### src/rtl/mem_access_if.sv
// Memory-stage bundle: MEM-stage request, DMEM/IMEM/BIOS ports and UART handshakes.
interface mem_access_if #(
  parameter int DMEM_AW = 14,
  parameter int IMEM_AW = 14,
  parameter int BIOS_AW = 12
);
  logic               mem_valid;
  logic               is_load;
  logic               is_store;
  logic [2:0]         funct3;
  logic [31:0]        addr;
  logic [31:0]        store_data;
  logic [31:0]        pc;
  logic               retire;
  logic               dmem_en;
  logic [3:0]         dmem_we;
  logic [DMEM_AW-1:0] dmem_addr;
  logic [3:0]         imem_we;
  logic [IMEM_AW-1:0] imem_addr;
  logic [31:0]        wr_data;
  logic [BIOS_AW-1:0] bios_addr;
  logic [31:0]        dmem_dout;
  logic [31:0]        bios_dout;
  logic [31:0]        load_data;
  logic               misaligned;
  logic [7:0]         uart_tx_data;
  logic               uart_tx_valid;
  logic               uart_tx_ready;
  logic [7:0]         uart_rx_data;
  logic               uart_rx_valid;
  logic               uart_rx_ready;

  modport master (
    output mem_valid, is_load, is_store, funct3, addr, store_data, pc, retire,
           dmem_dout, bios_dout, uart_tx_ready, uart_rx_data, uart_rx_valid,
    input  dmem_en, dmem_we, dmem_addr, imem_we, imem_addr, wr_data, bios_addr,
           load_data, misaligned, uart_tx_data, uart_tx_valid, uart_rx_ready
  );

  modport slave (
    input  mem_valid, is_load, is_store, funct3, addr, store_data, pc, retire,
           dmem_dout, bios_dout, uart_tx_ready, uart_rx_data, uart_rx_valid,
    output dmem_en, dmem_we, dmem_addr, imem_we, imem_addr, wr_data, bios_addr,
           load_data, misaligned, uart_tx_data, uart_tx_valid, uart_rx_ready
  );
endinterface

### src/rtl/mem_access_unit.sv
// MEM-stage access unit: region decode, byte lanes, aligned/extended load return, MMIO (UART, counters).
//   tx state | meaning
//   TX_IDLE  | no byte pending, a TX store is accepted
//   TX_BUSY  | byte latched, uart_tx_valid high until uart_tx_ready seen on an edge
module mem_access_unit #(
  parameter int DMEM_AW    = 14,
  parameter int IMEM_AW    = 14,
  parameter int BIOS_AW    = 12,
  parameter int CNT_W      = 32,
  parameter bit STRICT_ALN = 1'b1
) (
  input logic         clk_i,
  input logic         rst_i,
  mem_access_if.slave bus_io
);

  localparam logic [31:0] MMIO_STAT = 32'h8000_0000;
  localparam logic [31:0] MMIO_RX   = 32'h8000_0004;
  localparam logic [31:0] MMIO_TX   = 32'h8000_0008;
  localparam logic [31:0] MMIO_CYC  = 32'h8000_0010;
  localparam logic [31:0] MMIO_INS  = 32'h8000_0014;
  localparam logic [31:0] MMIO_CLR  = 32'h8000_0018;

  typedef enum logic [1:0] {SRC_NONE, SRC_DMEM, SRC_BIOS, SRC_MMIO} src_e;
  typedef enum logic {TX_IDLE, TX_BUSY} tx_state_e;

  src_e             src_q, src_d;
  logic [2:0]       f3_q;
  logic [1:0]       off_q, off_d;
  logic [31:0]      mmio_q, mmio_d;
  logic             mis_q;
  tx_state_e        tx_state_q;
  logic [7:0]       tx_data_q;
  logic [CNT_W-1:0] cyc_q, ins_q;

  logic [3:0]  region;
  logic [29:0] wa;
  logic [1:0]  size;
  logic        acc_v, ld, st, ld_ok, st_ok;
  logic        in_dmem, in_imem, in_bios, in_mmio;
  logic        mis_raw, mis;
  logic [3:0]  be;
  logic [31:0] wdata;
  logic        tx_busy, tx_wr, cnt_clr;
  logic [31:0] raw, sh, ld_res;
  logic        unused_pc;

  assign region = bus_io.addr[31:28];
  assign wa     = bus_io.addr[31:2];
  assign size   = bus_io.funct3[1:0];
  assign acc_v  = bus_io.mem_valid & ~rst_i;
  assign ld     = acc_v & bus_io.is_load;
  assign st     = acc_v & bus_io.is_store;

  assign in_dmem = (region[3:2] == 2'b00) & region[0];
  assign in_imem = (region[3:1] == 3'b001);
  assign in_bios = (region == 4'b0100);
  assign in_mmio = (region == 4'b1000);

  // size 2'b11 is not a legal RV32 access; it is treated like a word
  assign mis_raw = ((size == 2'b01) & bus_io.addr[0]) | (size[1] & (|bus_io.addr[1:0]));
  assign mis     = STRICT_ALN && mis_raw;
  assign ld_ok   = ld & ~mis;
  assign st_ok   = st & ~mis;

  always_comb begin
    off_d = 2'b00;
    be    = 4'b1111;
    wdata = bus_io.store_data;
    case (size)
      2'b00: begin
        off_d = bus_io.addr[1:0];
        be    = 4'b0001 << off_d;
        wdata = {4{bus_io.store_data[7:0]}};
      end
      2'b01: begin
        off_d = {bus_io.addr[1], 1'b0};
        be    = 4'b0011 << off_d;
        wdata = {2{bus_io.store_data[15:0]}};
      end
      default: begin
        off_d = 2'b00;
        be    = 4'b1111;
        wdata = bus_io.store_data;
      end
    endcase
  end

  assign bus_io.dmem_en   = (ld_ok | st_ok) & in_dmem;
  assign bus_io.dmem_we   = (st_ok & in_dmem) ? be : 4'b0000;
  assign bus_io.imem_we   = (st_ok & in_imem & bus_io.pc[30]) ? be : 4'b0000;
  assign bus_io.dmem_addr = rst_i ? '0 : bus_io.addr[DMEM_AW+1:2];
  assign bus_io.imem_addr = rst_i ? '0 : bus_io.addr[IMEM_AW+1:2];
  assign bus_io.bios_addr = rst_i ? '0 : bus_io.addr[BIOS_AW+1:2];
  assign bus_io.wr_data   = rst_i ? 32'h0 : wdata;

  assign tx_busy = (tx_state_q == TX_BUSY);
  assign tx_wr   = st_ok & (wa == MMIO_TX[31:2]);
  assign cnt_clr = st_ok & (wa == MMIO_CLR[31:2]);

  assign bus_io.uart_rx_ready = ld_ok & (wa == MMIO_RX[31:2]) & bus_io.uart_rx_valid;
  assign bus_io.uart_tx_valid = tx_busy;
  assign bus_io.uart_tx_data  = tx_data_q;
  assign bus_io.misaligned    = mis_q;

  always_comb begin
    mmio_d = 32'h0;
    if (wa == MMIO_STAT[31:2])     mmio_d = {30'h0, bus_io.uart_rx_valid, ~tx_busy};
    else if (wa == MMIO_RX[31:2])  mmio_d = {24'h0, bus_io.uart_rx_data};
    else if (wa == MMIO_CYC[31:2]) mmio_d = 32'(cyc_q);
    else if (wa == MMIO_INS[31:2]) mmio_d = 32'(ins_q);
  end

  always_comb begin
    src_d = SRC_NONE;
    if (ld_ok) begin
      if (in_dmem)      src_d = SRC_DMEM;
      else if (in_bios) src_d = SRC_BIOS;
      else if (in_mmio) src_d = SRC_MMIO;
    end
  end

  always_ff @(posedge clk_i) begin
    if (rst_i) begin
      src_q      <= SRC_NONE;
      f3_q       <= 3'b000;
      off_q      <= 2'b00;
      mmio_q     <= 32'h0;
      mis_q      <= 1'b0;
      tx_state_q <= TX_IDLE;
      tx_data_q  <= 8'h00;
      cyc_q      <= '0;
      ins_q      <= '0;
    end else begin
      src_q  <= src_d;
      f3_q   <= bus_io.funct3;
      off_q  <= off_d;
      mmio_q <= mmio_d;
      mis_q  <= (ld | st) & mis;
      if (cnt_clr) begin
        cyc_q <= '0;
        ins_q <= '0;
      end else begin
        cyc_q <= cyc_q + CNT_W'(1);
        if (bus_io.retire) ins_q <= ins_q + CNT_W'(1);
      end
      // a TX store arriving while a byte is pending is dropped
      if (!tx_busy) begin
        if (tx_wr) begin
          tx_data_q  <= bus_io.store_data[7:0];
          tx_state_q <= TX_BUSY;
        end
      end else if (bus_io.uart_tx_ready) begin
        tx_state_q <= TX_IDLE;
      end
    end
  end

  always_comb begin
    case (src_q)
      SRC_DMEM: raw = bus_io.dmem_dout;
      SRC_BIOS: raw = bus_io.bios_dout;
      SRC_MMIO: raw = mmio_q;
      default:  raw = 32'h0;
    endcase
    sh = raw >> {off_q, 3'b000};
    case (f3_q)
      3'b000:  ld_res = {{24{sh[7]}}, sh[7:0]};
      3'b001:  ld_res = {{16{sh[15]}}, sh[15:0]};
      3'b100:  ld_res = {24'h0, sh[7:0]};
      3'b101:  ld_res = {16'h0, sh[15:0]};
      default: ld_res = sh;
    endcase
  end

  assign bus_io.load_data = ld_res;
  assign unused_pc = ^{bus_io.pc[31], bus_io.pc[29:0]};

endmodule
### src/flat_wrapper.sv
// flat-port wrapper written by rule: the top's interface ports become plain ports
module mem_access_unit_flat 
#(
  parameter int DMEM_AW    = 14,
  parameter int IMEM_AW    = 14,
  parameter int BIOS_AW    = 12,
  parameter int CNT_W      = 32,
  parameter bit STRICT_ALN = 1'b1
)
  (clk_i, rst_i, bus_io_mem_valid, bus_io_is_load, bus_io_is_store, bus_io_funct3, bus_io_addr, bus_io_store_data, bus_io_pc, bus_io_retire, bus_io_dmem_dout, bus_io_bios_dout, bus_io_uart_tx_ready, bus_io_uart_rx_data, bus_io_uart_rx_valid, bus_io_dmem_en, bus_io_dmem_we, bus_io_dmem_addr, bus_io_imem_we, bus_io_imem_addr, bus_io_wr_data, bus_io_bios_addr, bus_io_load_data, bus_io_misaligned, bus_io_uart_tx_data, bus_io_uart_tx_valid, bus_io_uart_rx_ready);
  mem_access_if #(.DMEM_AW(DMEM_AW), .IMEM_AW(IMEM_AW), .BIOS_AW(BIOS_AW)) bus_io_i ();
  input logic clk_i;
  input logic rst_i;
  input wire logic [$bits(bus_io_i.mem_valid)-1:0] bus_io_mem_valid;
  input wire logic [$bits(bus_io_i.is_load)-1:0] bus_io_is_load;
  input wire logic [$bits(bus_io_i.is_store)-1:0] bus_io_is_store;
  input wire logic [$bits(bus_io_i.funct3)-1:0] bus_io_funct3;
  input wire logic [$bits(bus_io_i.addr)-1:0] bus_io_addr;
  input wire logic [$bits(bus_io_i.store_data)-1:0] bus_io_store_data;
  input wire logic [$bits(bus_io_i.pc)-1:0] bus_io_pc;
  input wire logic [$bits(bus_io_i.retire)-1:0] bus_io_retire;
  input wire logic [$bits(bus_io_i.dmem_dout)-1:0] bus_io_dmem_dout;
  input wire logic [$bits(bus_io_i.bios_dout)-1:0] bus_io_bios_dout;
  input wire logic [$bits(bus_io_i.uart_tx_ready)-1:0] bus_io_uart_tx_ready;
  input wire logic [$bits(bus_io_i.uart_rx_data)-1:0] bus_io_uart_rx_data;
  input wire logic [$bits(bus_io_i.uart_rx_valid)-1:0] bus_io_uart_rx_valid;
  output wire logic [$bits(bus_io_i.dmem_en)-1:0] bus_io_dmem_en;
  output wire logic [$bits(bus_io_i.dmem_we)-1:0] bus_io_dmem_we;
  output wire logic [$bits(bus_io_i.dmem_addr)-1:0] bus_io_dmem_addr;
  output wire logic [$bits(bus_io_i.imem_we)-1:0] bus_io_imem_we;
  output wire logic [$bits(bus_io_i.imem_addr)-1:0] bus_io_imem_addr;
  output wire logic [$bits(bus_io_i.wr_data)-1:0] bus_io_wr_data;
  output wire logic [$bits(bus_io_i.bios_addr)-1:0] bus_io_bios_addr;
  output wire logic [$bits(bus_io_i.load_data)-1:0] bus_io_load_data;
  output wire logic [$bits(bus_io_i.misaligned)-1:0] bus_io_misaligned;
  output wire logic [$bits(bus_io_i.uart_tx_data)-1:0] bus_io_uart_tx_data;
  output wire logic [$bits(bus_io_i.uart_tx_valid)-1:0] bus_io_uart_tx_valid;
  output wire logic [$bits(bus_io_i.uart_rx_ready)-1:0] bus_io_uart_rx_ready;
  assign bus_io_i.mem_valid = bus_io_mem_valid;
  assign bus_io_i.is_load = bus_io_is_load;
  assign bus_io_i.is_store = bus_io_is_store;
  assign bus_io_i.funct3 = bus_io_funct3;
  assign bus_io_i.addr = bus_io_addr;
  assign bus_io_i.store_data = bus_io_store_data;
  assign bus_io_i.pc = bus_io_pc;
  assign bus_io_i.retire = bus_io_retire;
  assign bus_io_i.dmem_dout = bus_io_dmem_dout;
  assign bus_io_i.bios_dout = bus_io_bios_dout;
  assign bus_io_i.uart_tx_ready = bus_io_uart_tx_ready;
  assign bus_io_i.uart_rx_data = bus_io_uart_rx_data;
  assign bus_io_i.uart_rx_valid = bus_io_uart_rx_valid;
  assign bus_io_dmem_en = bus_io_i.dmem_en;
  assign bus_io_dmem_we = bus_io_i.dmem_we;
  assign bus_io_dmem_addr = bus_io_i.dmem_addr;
  assign bus_io_imem_we = bus_io_i.imem_we;
  assign bus_io_imem_addr = bus_io_i.imem_addr;
  assign bus_io_wr_data = bus_io_i.wr_data;
  assign bus_io_bios_addr = bus_io_i.bios_addr;
  assign bus_io_load_data = bus_io_i.load_data;
  assign bus_io_misaligned = bus_io_i.misaligned;
  assign bus_io_uart_tx_data = bus_io_i.uart_tx_data;
  assign bus_io_uart_tx_valid = bus_io_i.uart_tx_valid;
  assign bus_io_uart_rx_ready = bus_io_i.uart_rx_ready;
  mem_access_unit #(.DMEM_AW(DMEM_AW), .IMEM_AW(IMEM_AW), .BIOS_AW(BIOS_AW), .CNT_W(CNT_W), .STRICT_ALN(STRICT_ALN)) u_core (.clk_i(clk_i), .rst_i(rst_i), .bus_io(bus_io_i));
endmodule
### config.mk
export PLATFORM = sky130hd
export DESIGN_NAME = mem_access_unit_flat
export DESIGN_NICKNAME = d
export VERILOG_FILES = /design/src/rtl/mem_access_if.sv /design/src/rtl/mem_access_unit.sv /design/src/flat_wrapper.sv
export SDC_FILE = /design/constraint.sdc
export NUM_CORES = 1
export LEC_CHECK = 0
export BUFFER_PORTS_ARGS = -buffer_cell sky130_fd_sc_hd__buf_2
export CAP_MARGIN = 10
export CORE_UTILIZATION = 49
export CTS_CLUSTER_SIZE = 40
export DETAILED_ROUTE_END_ITERATION = 12
export PLACE_DENSITY = 0.82
export SETUP_SLACK_MARGIN = 0.1
export SYNTH_ARGS = -nofsm -noshare
export SYNTH_HDL_FRONTEND = slang
export SYNTH_SLANG_ARGS = --single-unit
### constraint.sdc
create_clock -name clk_i -period 2.2 [get_ports clk_i]
set_input_delay 0.22 -clock clk_i [delete_from_list [all_inputs] [get_ports clk_i]]
set_output_delay 0.22 -clock clk_i [all_outputs]
set_load 0.01 [all_outputs]
==> Word-level counts from Yosys, hierarchy flattened <==
Cells that the tools add are included.
{ "totals": {"reg_bits": 113, "inputBits": 179, "output_inout_bits": 124, "word_cells": 87} }
{ "classes": {"addsub": 2, "n_eq_ne": 16, "shifts": 3, "muxes": 20, "bitwise_logic": 24, "reduce_logical": 10} }
{ "op_table": {"columns": ["operator", "n"], "rows": [
  ["30-bit equality test (second input constant)", 6],
  ["32-bit one-hot mux with 4 select lines", 1],
  ["32-bit 2-to-1 mux", 3],
  ["32-bit one-hot mux with 3 select lines", 1],
  ["32-bit by 1-bit adder with 32-bit output (second input constant)", 2],
  ["32-bit one-hot mux with 2 select lines", 1],
  ["32-bit by 5-bit right shift with 32-bit output", 1],
  ["1-bit bitwise AND", 17],
  ["14-bit 2-to-1 mux", 1],
  ["12-bit 2-to-1 mux", 1],
  ["4-bit 2-to-1 mux", 2],
  ["8-bit 2-to-1 mux", 1],
  ["4-bit one-hot mux with 2 select lines", 1],
  ["2-bit OR reduction", 4],
  ["3-bit by 1-bit equality test with 1-bit output (second input constant)", 2],
  ["3-bit equality test (second input constant)", 2],
  ["2-bit 2-to-1 mux", 3],
  ["3-bit OR reduction", 2],
  ["2-bit by 1-bit equality test with 1-bit output (second input constant)", 2],
  ["2-bit equality test (second input constant)", 2],
  ["4-bit by 3-bit equality test with 1-bit output (second input constant)", 1],
  ["4-bit equality test (second input constant)", 1],
  ["2-bit zero test", 2],
  ["1-bit 2-to-1 mux", 4],
  ["7 further kinds", 12]
]} }

==> Depth between registers and ports, before layout <==
Gate-level depths: netlist of the first run.
{ "logic_depth": {"ltp_word": 8, "depth_mapped": 8, "mapped_depth_nobuf": 6} }

==> Worst setup path before layout of the first run <==
OpenSTA, ideal clock, no wires.
{ "synth_timing": {"kind": "register to output", "from": "register u_core.src_q[0]", "to": "output bus_io_load_data[16]", "t_arrival_ps": 1824, "required_ps": 1980, "path_slack_ps": 156, "stages_incl_launch_ff": 8, "path_buffers": 2, "cell_sequence": "dfxtp_1 > buf_2 > mux2_2 > a221oi_1 > a31oi_1 > a32oi_2 > buf_2 > o21ai_0"} }
{ "synth_via": {"elab_chain_cells": 4, "word_cells_on_any_way": 6, "cone_classes": "eq/ne: 3; shift: 1; mux: 2"} }
{ "synth_lines": {"columns": ["element", "line_no", "rtl"], "rows": [
  ["start, declared", "mem_access_unit.sv:27", "src_e src_q, src_d;"],
  ["start signal, assigned", "mem_access_unit.sv:135", "src_q <= src_d;"],
  ["2-bit equality test / 2-bit by 1-bit equality test with 1-bit output (equally long branches)", "mem_access_unit.sv:160", "case (src_q)"],
  ["32-bit one-hot mux with 3 select lines (*)", "mem_access_unit.sv:160", null],
  ["32-bit by 5-bit right shift with 32-bit output (*)", "mem_access_unit.sv:166", "sh = raw >> {off_q, 3'b000};"],
  ["32-bit one-hot mux with 4 select lines (*)", "mem_access_unit.sv:167", "case (f3_q)"],
  ["end, declared", "flat_wrapper.sv:34", "output wire logic [$bits(bus_io_i.load_data)-1:0] bus_io_load_data;"]
]} }
Every way passes the cells marked *; elsewhere a longest branch is shown, timed or not.

==> Worst setup path after layout of the first run <==
{ "layout_timing": {"from": "register u_core.src_q[0]", "to": "output bus_io_load_data[23]"} }
The elaborated chain is that of the path after synthesis.

==> flow_summary_export.csv, run 1 <==
group,metric,value,unit
status,status,"finished with violations",
status,violations,"setup timing",
run,cap_violations,0,
logic_synthesis,yosysWarningCount,0,
final_layout,drive_above_1_share,0.408,
timing,fin_hold_ws,8.63,ps
logic_synthesis,synth_nets,1049,
route,drt-initial-drc-count,947,
timing,finClkSkew,6.27,ps
logic_synthesis,ys_types,64,
critical_path,r2r_cells,6,
timing,period_minus_slack,2650,ps
critical_path,critPathLaunchType,"flip-flop",
route,vias,7834,
critical_path,end_kind,"output port",
grt,grt_pass1_vias,7037,
critical_path,crit_arrival,2430,ps
critical_path,cp_max_fo,4,
place,place.gp.congestion,0.986,
timing,slew_violations,0,
final_layout,syn_to_final_growth,40.6,%
clock_network,postCtsHoldBufs,0,
power,total_power,5.76,mW
grt,antenna_found_initial,0,
clock_network,clockBufferDepth,2,
final_layout,post-route-util,0.711,
logic_synthesis,syn_inst,868,
route,vias_per_cell,5.83,
grt,grt_max_degree,66,
logic_synthesis,async_flop_share,0,
place,port_buffers,271,
final_layout,fin_area,0.00995,mm²
logic_synthesis,synth_edf_count,0,
power,p_leak,4.32,nW
place,dp_cells,1286,
logic_synthesis,yosys_register_bits,113,
grt,globalRouteOverflowTotal,0,
route,drc,0,
timing,relSlewSlack,0.556,
critical_path,path_class,"flip-flop to output port",
clock_network,cts_made_buffers,17,
worst_hold_path,min_delay_path_depth,2,
logic_synthesis,synth_ff_type,"dfxtp_1",
worst_hold_path,min_path_type,"input port to flip-flop",
route,ant_nets,0,
critical_path,cp.required,1980,ps
clock_network,cts_tree,"yes",
die,die_height,122,µm
clock_network,clock-sinks,113,
timing,worst_pin_slew,666,ps
timing,hold_violations,0,
place,place_area,0.00863,mm²
route,first_pass_iters,5,
clock_network,insertion_delay,420,ps
logic_synthesis,synth_top_cell_area_share,0.320,
place,hpwl,18.3,mm
timing,grt_setup_unrepaired,"true",
logic_synthesis,synth.cell_area,0.00708,mm²
logic_synthesis,synth_top_cell_by_area,"dfxtp_1",
final_layout,final_cells,1343,
logic_synthesis,avgSynthCellArea,8.15,µm²
die,row_count,43,
logic_synthesis,ys_seq_area_frac,0.320,
die,die_area,0.0149,mm²
grt,track_usage,0.326,
power,power.density,579,mW/mm²
final_layout,diodes,0,
logic_synthesis,yosys-top-cells-area,"dfxtp_1 32%, nor2_1 8.2%, mux2_2 5.4%, a22oi_1 5.0%, xor2_1 4.3%",
timing,fin_tns_setup,-10180,ps
route,drt_wl_total,25.2,mm
die,fp.dieW,122,µm
clock_network,cts.reportedPaths.clkPinSlew,50,ps
die,floorplan.initialDensity,0.506,
place,dp_slack,22.3,ps
die,core-area,0.0140,mm²
route,post_drt_wl_per_cell,18.7,µm
power,peakVddDrop,0.663,mV
final_layout,fin_nets,1331,
die,ios,303,
clock_network,htree_levels,4,
timing,fin_crit_sh,1.20,
clock_network,cts-root-buf,"clkbuf_16",
timing,fmax,377,MHz
timing,layout_setup_ws,-450,ps
timing,setup_viol,32,
grt,grt_pass1_wl,36.8,mm
[timing repair]
item / 4_1_cts / 5_1_grt
pin swaps: 39 / 18
setup buffers: 14 / 6
gates resized for setup: 61 / 30
cloned: 5 / 0
setup endpoints to repair: 32 / 37
[final timing paths]
check / to / slack [ps] / start
max: bus_io_load_data[23] / -450 / u_core.src_q[0]
min reg2reg: u_core.cyc_q[0] / 480 / u_core.cyc_q[0]
max reg2reg: u_core.ins_q[18] / 250 / u_core.ins_q[0]
min: u_core.src_q[1] / 9 / bus_io_addr[29]
[cells by family (layout without fill, tap and decap cells)]
| family | after synthesis | count (layout) | synth area share |
|---|---|---|---|
| and+or+nand+nor | 364 | 364 | 0.268 |
| DFF | 113 | 113 | 0.320 |
| adders and majority gates | 2 | 2 | 0.00354 |
| AOI/OAI and AO/OA | 175 | 175 | 0.164 |
| buffers and inverters | 94 | 389 | 0.0776 |
| muxes | 64 | 64 | 0.0978 |
| xor gates and xnor gates | 56 | 56 | 0.0693 |
[per-layer routing]
| metal | track usage | vias to the layer above | routed length, µm |
|---|---|---|---|
| met4 | 0.151 | 0 | 963 |
| met1 | 0.435 | 3675 | 10700 |
| met2 | 0.488 | 443 | 11200 |
| met5 | 0 | - | 0 |
| met3 | 0.0838 | 76 | 2290 |
| li1 | - | 3640 | - |
[state kept, by name (all words and copies together) (netlist names), 2 cells and up]
| signal | cells |
|---|---|
| u_core.cyc_q | 32 |
| u_core.mmio_q | 32 |
| u_core.ins_q | 32 |
| u_core.off_q | 2 |
| u_core.src_q | 2 |
| u_core.f3_q | 3 |
| u_core.bus_io.uart_tx_data | 8 |
[where the power goes]
part | switching, mW | internal, mW
registers | 0.0167 | 2.06
clock network | 0.941 | 1.98
logic | 0.431 | 0.334
total | 1.39 | 4.37
[Yosys cell counts, types with 3 or more instances]
master     instances
nor2_1           155
dfxtp_1          113
nand2_1           51
a22oi_1           47
a21oi_1           44
xor2_1            35
mux2_2            34
nor2b_1           34
buf_4             32
o21ai_0           31
nand4_1           30
mux2i_1           23
xnor2_1           21
nand3_1           20
clkbuf_1          16
buf_2             13
inv_1             13
nor3_1            13
a22o_1            11
and3_1            11
buf_1             10
o22ai_1            9
buf_6              8
mux2_1             7
nor4_2             7
a2111oi_0          6
nor4_1             6
and4_1             5
nand2b_1           5
or3_1              5
o21ai_1            4
and2_1             3
nor4_4             3
o2bb2ai_1          3
[layout by cell type, fill, tap and decap left out, types with 5 or more instances in the layout]
cell,Yosys,routed
buf_2,13,270
nor2_1,155,154
dfxtp_1,113,111
nand2_1,51,51
buf_4,32,43
a21oi_1,44,40
xor2_1,35,35
nor2b_1,34,33
a22oi_1,47,32
nand4_1,30,30
mux2_2,34,24
xnor2_1,21,21
nand3_1,20,19
o21ai_0,31,19
mux2i_1,23,19
clkbuf_16,0,17
a22oi_2,0,15
inv_1,13,13
nor3_1,13,13
o21ai_1,4,13
buf_12,0,13
buf_6,8,12
and3_1,11,11
mux2_4,0,10
o22ai_1,9,8
a22o_1,11,7
nor4_2,7,7
mux2_1,7,7
a2111oi_0,6,6
nand2b_1,5,5
nor4_1,6,5
and4_1,5,5
or3_1,5,5
[critical path, stage by stage (launching register included)]
cell       delay [ps]
dfxtp_4           380
mux2_4            310
a22oi_2           290
o2111ai_4         220
a32oi_4           410
a21bo_2           280
buf_6             120
[layout make-up]
class | instances | area, µm²
tap | 180 | 225
clock inverter | 9 | 154
sequential | 113 | 2270
fill | 1032 | 4040
multi-input combinational | 661 | 4590
inverter | 15 | 56.3
clock buffer | 23 | 478
timing repair buffer | 342 | 2180
(Power assumes the default switching activity.)
==> inputs of run 2 (changes only) <==
Settings changed: PLACE_DENSITY 0.82 to 0.83.
==> flow_summary_export.csv, run 2 (synthesized netlist as in run 1, its figures left out) <==
group,metric,value,unit
status,status,"finished with violations",
status,violations,"setup timing",
place,place.gp.congestion,0.990,
power,peakVddDrop,0.543,mV
final_layout,drive_above_1_share,0.404,
route,drt_wl_total,26.1,mm
timing,fmax,399,MHz
die,die_height,122,µm
route,ant_nets,0,
timing,worst_pin_slew,704,ps
grt,track_usage,0.338,
timing,finClkSkew,6.78,ps
clock_network,cts_tree,"yes",
route,post_drt_wl_per_cell,19.5,µm
timing,layout_setup_ws,-309,ps
die,row_count,43,
final_layout,syn_to_final_growth,38.2,%
run,cap_violations,0,
grt,globalRouteOverflowTotal,0,
grt,grt_max_degree,66,
clock_network,cts.reportedPaths.clkPinSlew,50,ps
final_layout,fin_area,0.00978,mm²
final_layout,fill_cells,1035,
clock_network,cts-root-buf,"clkbuf_16",
timing,grt_setup_unrepaired,"true",
place,dp_cells,1288,
timing,period_minus_slack,2510,ps
timing,fin_crit_sh,1.14,
final_layout,fin_nets,1329,
die,ios,303,
place,place_area,0.00860,mm²
clock_network,insertion_delay,410,ps
route,drt-initial-drc-count,885,
final_layout,final_cells,1341,
clock_network,cts_made_buffers,17,
clock_network,clockBufferDepth,2,
critical_path,crit_arrival,2290,ps
timing,fin_tns_setup,-8310,ps
critical_path,critPathLaunchType,"flip-flop",
die,fp.dieW,122,µm
power,p_leak,4.27,nW
clock_network,htree_levels,4,
critical_path,path_class,"flip-flop to output port",
timing,fin_hold_ws,38.8,ps
clock_network,clock-sinks,113,
place,hpwl,18.8,mm
timing,setup_viol,32,
critical_path,cp_max_fo,7,
worst_hold_path,min_path_type,"input port to flip-flop",
final_layout,final_cell_mix,"270 x buf_2, 154 x nor2_1, 110 x dfxtp_1, 51 x nand2_1, 46 x buf_4",
grt,grt_pass1_vias,7200,
critical_path,end_kind,"output port",
final_layout,reg.largest.list,"u_core.cyc_q x32, u_core.ins_q x32, u_core.mmio_q x32",
die,die_area,0.0149,mm²
timing,slew_violations,0,
timing,hold_violations,0,
place,port_buffers,271,
final_layout,final_common_cell,"buf_2",
die,core-area,0.0140,mm²
die,floorplan.initialDensity,0.506,
grt,antenna_found_initial,1,
route,first_pass_iters,8,
final_layout,post-route-util,0.699,
route,drc,0,
power,power.density,588,mW/mm²
route,vias,7947,
critical_path,cp.required,1980,ps
grt,grt_pass1_wl,38.1,mm
timing,relSlewSlack,0.519,
route,vias_per_cell,5.93,
[run 2: cell count changes in the layout (fill, tap and decap cells not counted), moves of 2 or more]
cell / delta
buf_16: -3
buf_8: +2
clkinv_2: +2
clkbuf_1: -2
mux2_2: +5
mux2_4: -5
buf_12: -4
a22oi_1: +2
buf_4: +3
buf_6: -2
a22oi_2: -2
[run 2: cell type report]
class,count,area (µm²),area share
Inverter,15,60.1,0.00614
Sequential cell,113,2270,0.232
Antenna cell,1,2.50,0.000256
Timing Repair Buffer,340,2090,0.214
Tap cell,180,225,0.0230
Multi-Input combinational cell,661,4510,0.461
Clock buffer,21,470,0.0481
Clock inverter,10,156,0.0160
[run 2: timing repair]
| action | in CTS | in global routing |
|---|---|---|
| setup endpoints to repair | 36 | 36 |
| hold buffers | 1 | 0 |
| buffers inserted | 10 | 6 |
| endpoints found under the hold margin | 1 | 0 |
| gates resized for setup | 55 | 27 |
| cloned | 4 | 1 |
| pin swaps | 13 | 6 |
[run 2: path summary, 6_finish.rpt]
kind                     from                   end  slack (ps)  cells past startpoint
min reg2reg   u_core.cyc_q[0]       u_core.cyc_q[0]         480                      1
max           u_core.src_q[1]  bus_io_load_data[12]        -310                      9
min           bus_io_addr[28]       u_core.src_q[1]          40                      2
max reg2reg  u_core.cyc_q[11]      u_core.cyc_q[31]         200                      6
[run 2: per-stage QoR]
stage          power [mW]  setup slack [ps]
4_1_cts              5.71              -252
2_1_floorplan        2.50               156
3_5_place_dp         2.82             -55.1
3_3_place_gp         2.81             -75.0
5_1_grt              5.93              -390
6_report             5.75              -309
[run 2: per-layer routing]
metal,vias up,track usage,part of all wire
li1,3640,-,-
met1,3672,0.440,0.41
met2,539,0.516,0.45
met3,94,0.0950,0.10
met4,2,0.144,0.036
met5,-,0.0486,0.0035
[run 2: worst max-delay path: stages, from the launching register on]
cell and delay, ps:
dfxtp_2 340, buf_12 140, nor2b_2 190, buf_4 200
nand3_1 150, o2111ai_2 180, buf_4 180, nand3_1 130
o311ai_1 160, buf_2 210
[run 2: power breakdown]
part | internal, mW | leakage (nW) | total [mW] | switching (mW)
Clock | 1.97 | 0.309 | 2.90 | 0.927
Sequential | 2.06 | 0.914 | 2.08 | 0.0176
Combinational | 0.329 | 3.05 | 0.774 | 0.444
Total | 4.36 | 4.27 | 5.75 | 1.39
==> inputs of run 3 (changes only) <==
Settings changed: CORE_ASPECT_RATIO set to 0.7, SETUP_SLACK_MARGIN 0.1 to 0.2.
==> flow_summary_export.csv, run 3 (synthesized netlist as in run 1, its figures left out) <==
group,metric,value,unit
route,vias,8466,
die,ios,303,
worst_hold_path,min_path_type,"input port to flip-flop",
place,hpwl,18.5,mm
final_layout,multi_input_area,0.00478,mm²
die,core-area,0.0140,mm²
critical_path,r2r-start,"u_core.ins_q[0]",
clock_network,cts-root-buf,"clkbuf_16",
clock_network,clockBufferDepth,2,
status,violations,"setup timing",
grt,grt_pass1_vias,7529,
worst_hold_path,min_delay_path_depth,2,
grt,grt_max_degree,66,
timing,setup_viol,32,
final_layout,syn_to_final_growth,46.5,%
route,ant_nets,0,
power,power.density,556,mW/mm²
clock_network,htree_levels,4,
critical_path,cp.buffers_inverters,2,
timing,relSlewSlack,0.545,
critical_path,r2r-end,"u_core.ins_q[26]",
critical_path,cp.required,1980,ps
power,internal-power,4.31,mW
grt,grt_pass1_wl,40.4,mm
clock_network,insertion_delay,410,ps
critical_path,crit_chain,"mux2_4 > a221oi_4 > a31oi_4 > a32oi_4 > buf_6 > o21ai_2 > buf_2",
die,die_height,103,µm
final_layout,drive_above_1_share,0.447,
critical_path,path_class,"flip-flop to output port",
critical_path,critPathLaunchType,"flip-flop",
timing,fin_crit_sh,1.19,
clock_network,cts.reportedPaths.clkPinSlew,50,ps
power,peakVddDrop,0.712,mV
worst_hold_path,min_to,"u_core.src_q[1]",
timing,period_minus_slack,2610,ps
timing,hold_violations,0,
die,floorplan.initialDensity,0.505,
die,fp.dieW,146,µm
final_layout,reg.largest.list,"u_core.cyc_q x32, u_core.ins_q x32, u_core.mmio_q x32",
power,p_sw,1.46,mW
timing,layout_setup_ws,-409,ps
clock_network,clock-sinks,113,
clock_network,cts_made_buffers,17,
power,clockPowerShare,0.497,
route,drt_wl_total,29.1,mm
die,row_count,36,
route,post_drt_wl_per_cell,21.1,µm
route,vias_per_cell,6.13,
power,power_frac_comb,0.142,
route,first_pass_iters,8,
final_layout,final_cell_mix,"260 x buf_2, 152 x nor2_1, 110 x dfxtp_1, 71 x buf_4, 44 x nand2_1",
worst_hold_path,hp-start,"bus_io_addr[29]",
power,p_sw_frac,0.253,
critical_path,cp_top_family,"compound AO/OA/AOI/OAI gates",
route,drc,0,
final_layout,post-route-util,0.740,
place,port_buffers,271,
critical_path,r2r_cells,6,
grt,track_usage,0.349,
die,die_area,0.0149,mm²
final_layout,final_common_cell,"buf_2",
timing,slew_violations,0,
timing,worst_pin_slew,677,ps
critical_path,critPathMaxStageDelay,440,ps
final_layout,fin_nets,1357,
critical_path,slowest_stage,"dfxtp_4",
grt,globalRouteOverflowTotal,0,
critical_path,r2r_slack,290,ps
timing,finClkSkew,8.30,ps
place,place.gp.congestion,0.977,
critical_path,cp_max_fo,7,
final_layout,fill_cells,923,
place,dp_slack,-37.3,ps
timing,fmax,383,MHz
status,status,"finished with violations",
route,drt-initial-drc-count,1064,
grt,antenna_found_initial,3,
clock_network,cts_tree,"yes",
run,cap_violations,0,
timing,grt_setup_unrepaired,"true",
critical_path,crit_arrival,2390,ps
power,power_frac_seq,0.360,
final_layout,regArea,0.00227,mm²
critical_path,end_kind,"output port",
power,p_leak,4.48,nW
## run 3: worst max path at each step
| stage | from | to | slack (ps) | depth (start not counted) |
|---|---|---|---|---|
| after global placement | bus_io_addr[11] | u_core.mmio_q[7] | -0.03 | 8 |
| after global routing | u_core.src_q[0] | bus_io_load_data[24] | -450 | 7 |
| after CTS | u_core.src_q[0] | bus_io_load_data[26] | -290 | 7 |
| after detailed placement | bus_io_addr[11] | u_core.mmio_q[7] | -40 | 8 |
| after floorplan | u_core.src_q[0] | bus_io_load_data[18] | 180 | 7 |
| final | u_core.src_q[0] | bus_io_load_data[17] | -410 | 7 |
## run 3: power groups by stage
| stage | Combinational [mW] | Clock [mW] | Sequential [mW] |
|---|---|---|---|
| CTS | 0.728 | 2.86 | 2.08 |
| floorplan | 0.384 | 0 | 2.12 |
| global placement | 0.670 | 0 | 2.12 |
| detailed placement | 0.681 | 0 | 2.12 |
| global route | 0.864 | 2.97 | 2.08 |
| finish | 0.820 | 2.87 | 2.08 |
## run 3: repair_timing
item / in CTS / in global routing
setup endpoints to repair: 37 / 43
cloned: 4 / 0
pin swaps: 26 / 23
resized for setup: 77 / 66
endpoints found under the hold margin: 0 / 0
hold buffers: 0 / 0
buffers inserted: 23 / 12
## run 3: layout make-up
cell class,count,area share
diodes,2,0.000483
clock buffers,22,0.0467
clock inverters,9,0.0125
inverters,15,0.00579
multi-input cells,661,0.461
flip-flops and latches,113,0.219
well taps,190,0.0229
repair buffers,368,0.232
## run 3: layer usage
layer | global-route usage | wire (µm) | share of wire | vias up
li1 | - | - | - | 3699
met1 | 0.435 | 11000 | 0.38 | 3895
met2 | 0.561 | 13200 | 0.45 | 692
met3 | 0.100 | 3300 | 0.11 | 178
met4 | 0.176 | 1570 | 0.054 | 2
met5 | 0 | 13 | 0.00045 | -
## run 3: metrics by stage
stage          area (µm²)  setup TNS [ps]  power (mW)  cells  hold slack [ps]
2_1_floorplan        7080               0        2.50    868              296
3_3_place_gp         8720         -0.0340        2.79   1308              432
3_5_place_dp         8720           -52.7        2.80   1308              435
4_1_cts              9950           -6470        5.67   1366             9.26
5_1_grt             10400          -11380        5.91   1378             24.5
6_report            10400          -10000        5.77   1380             47.8
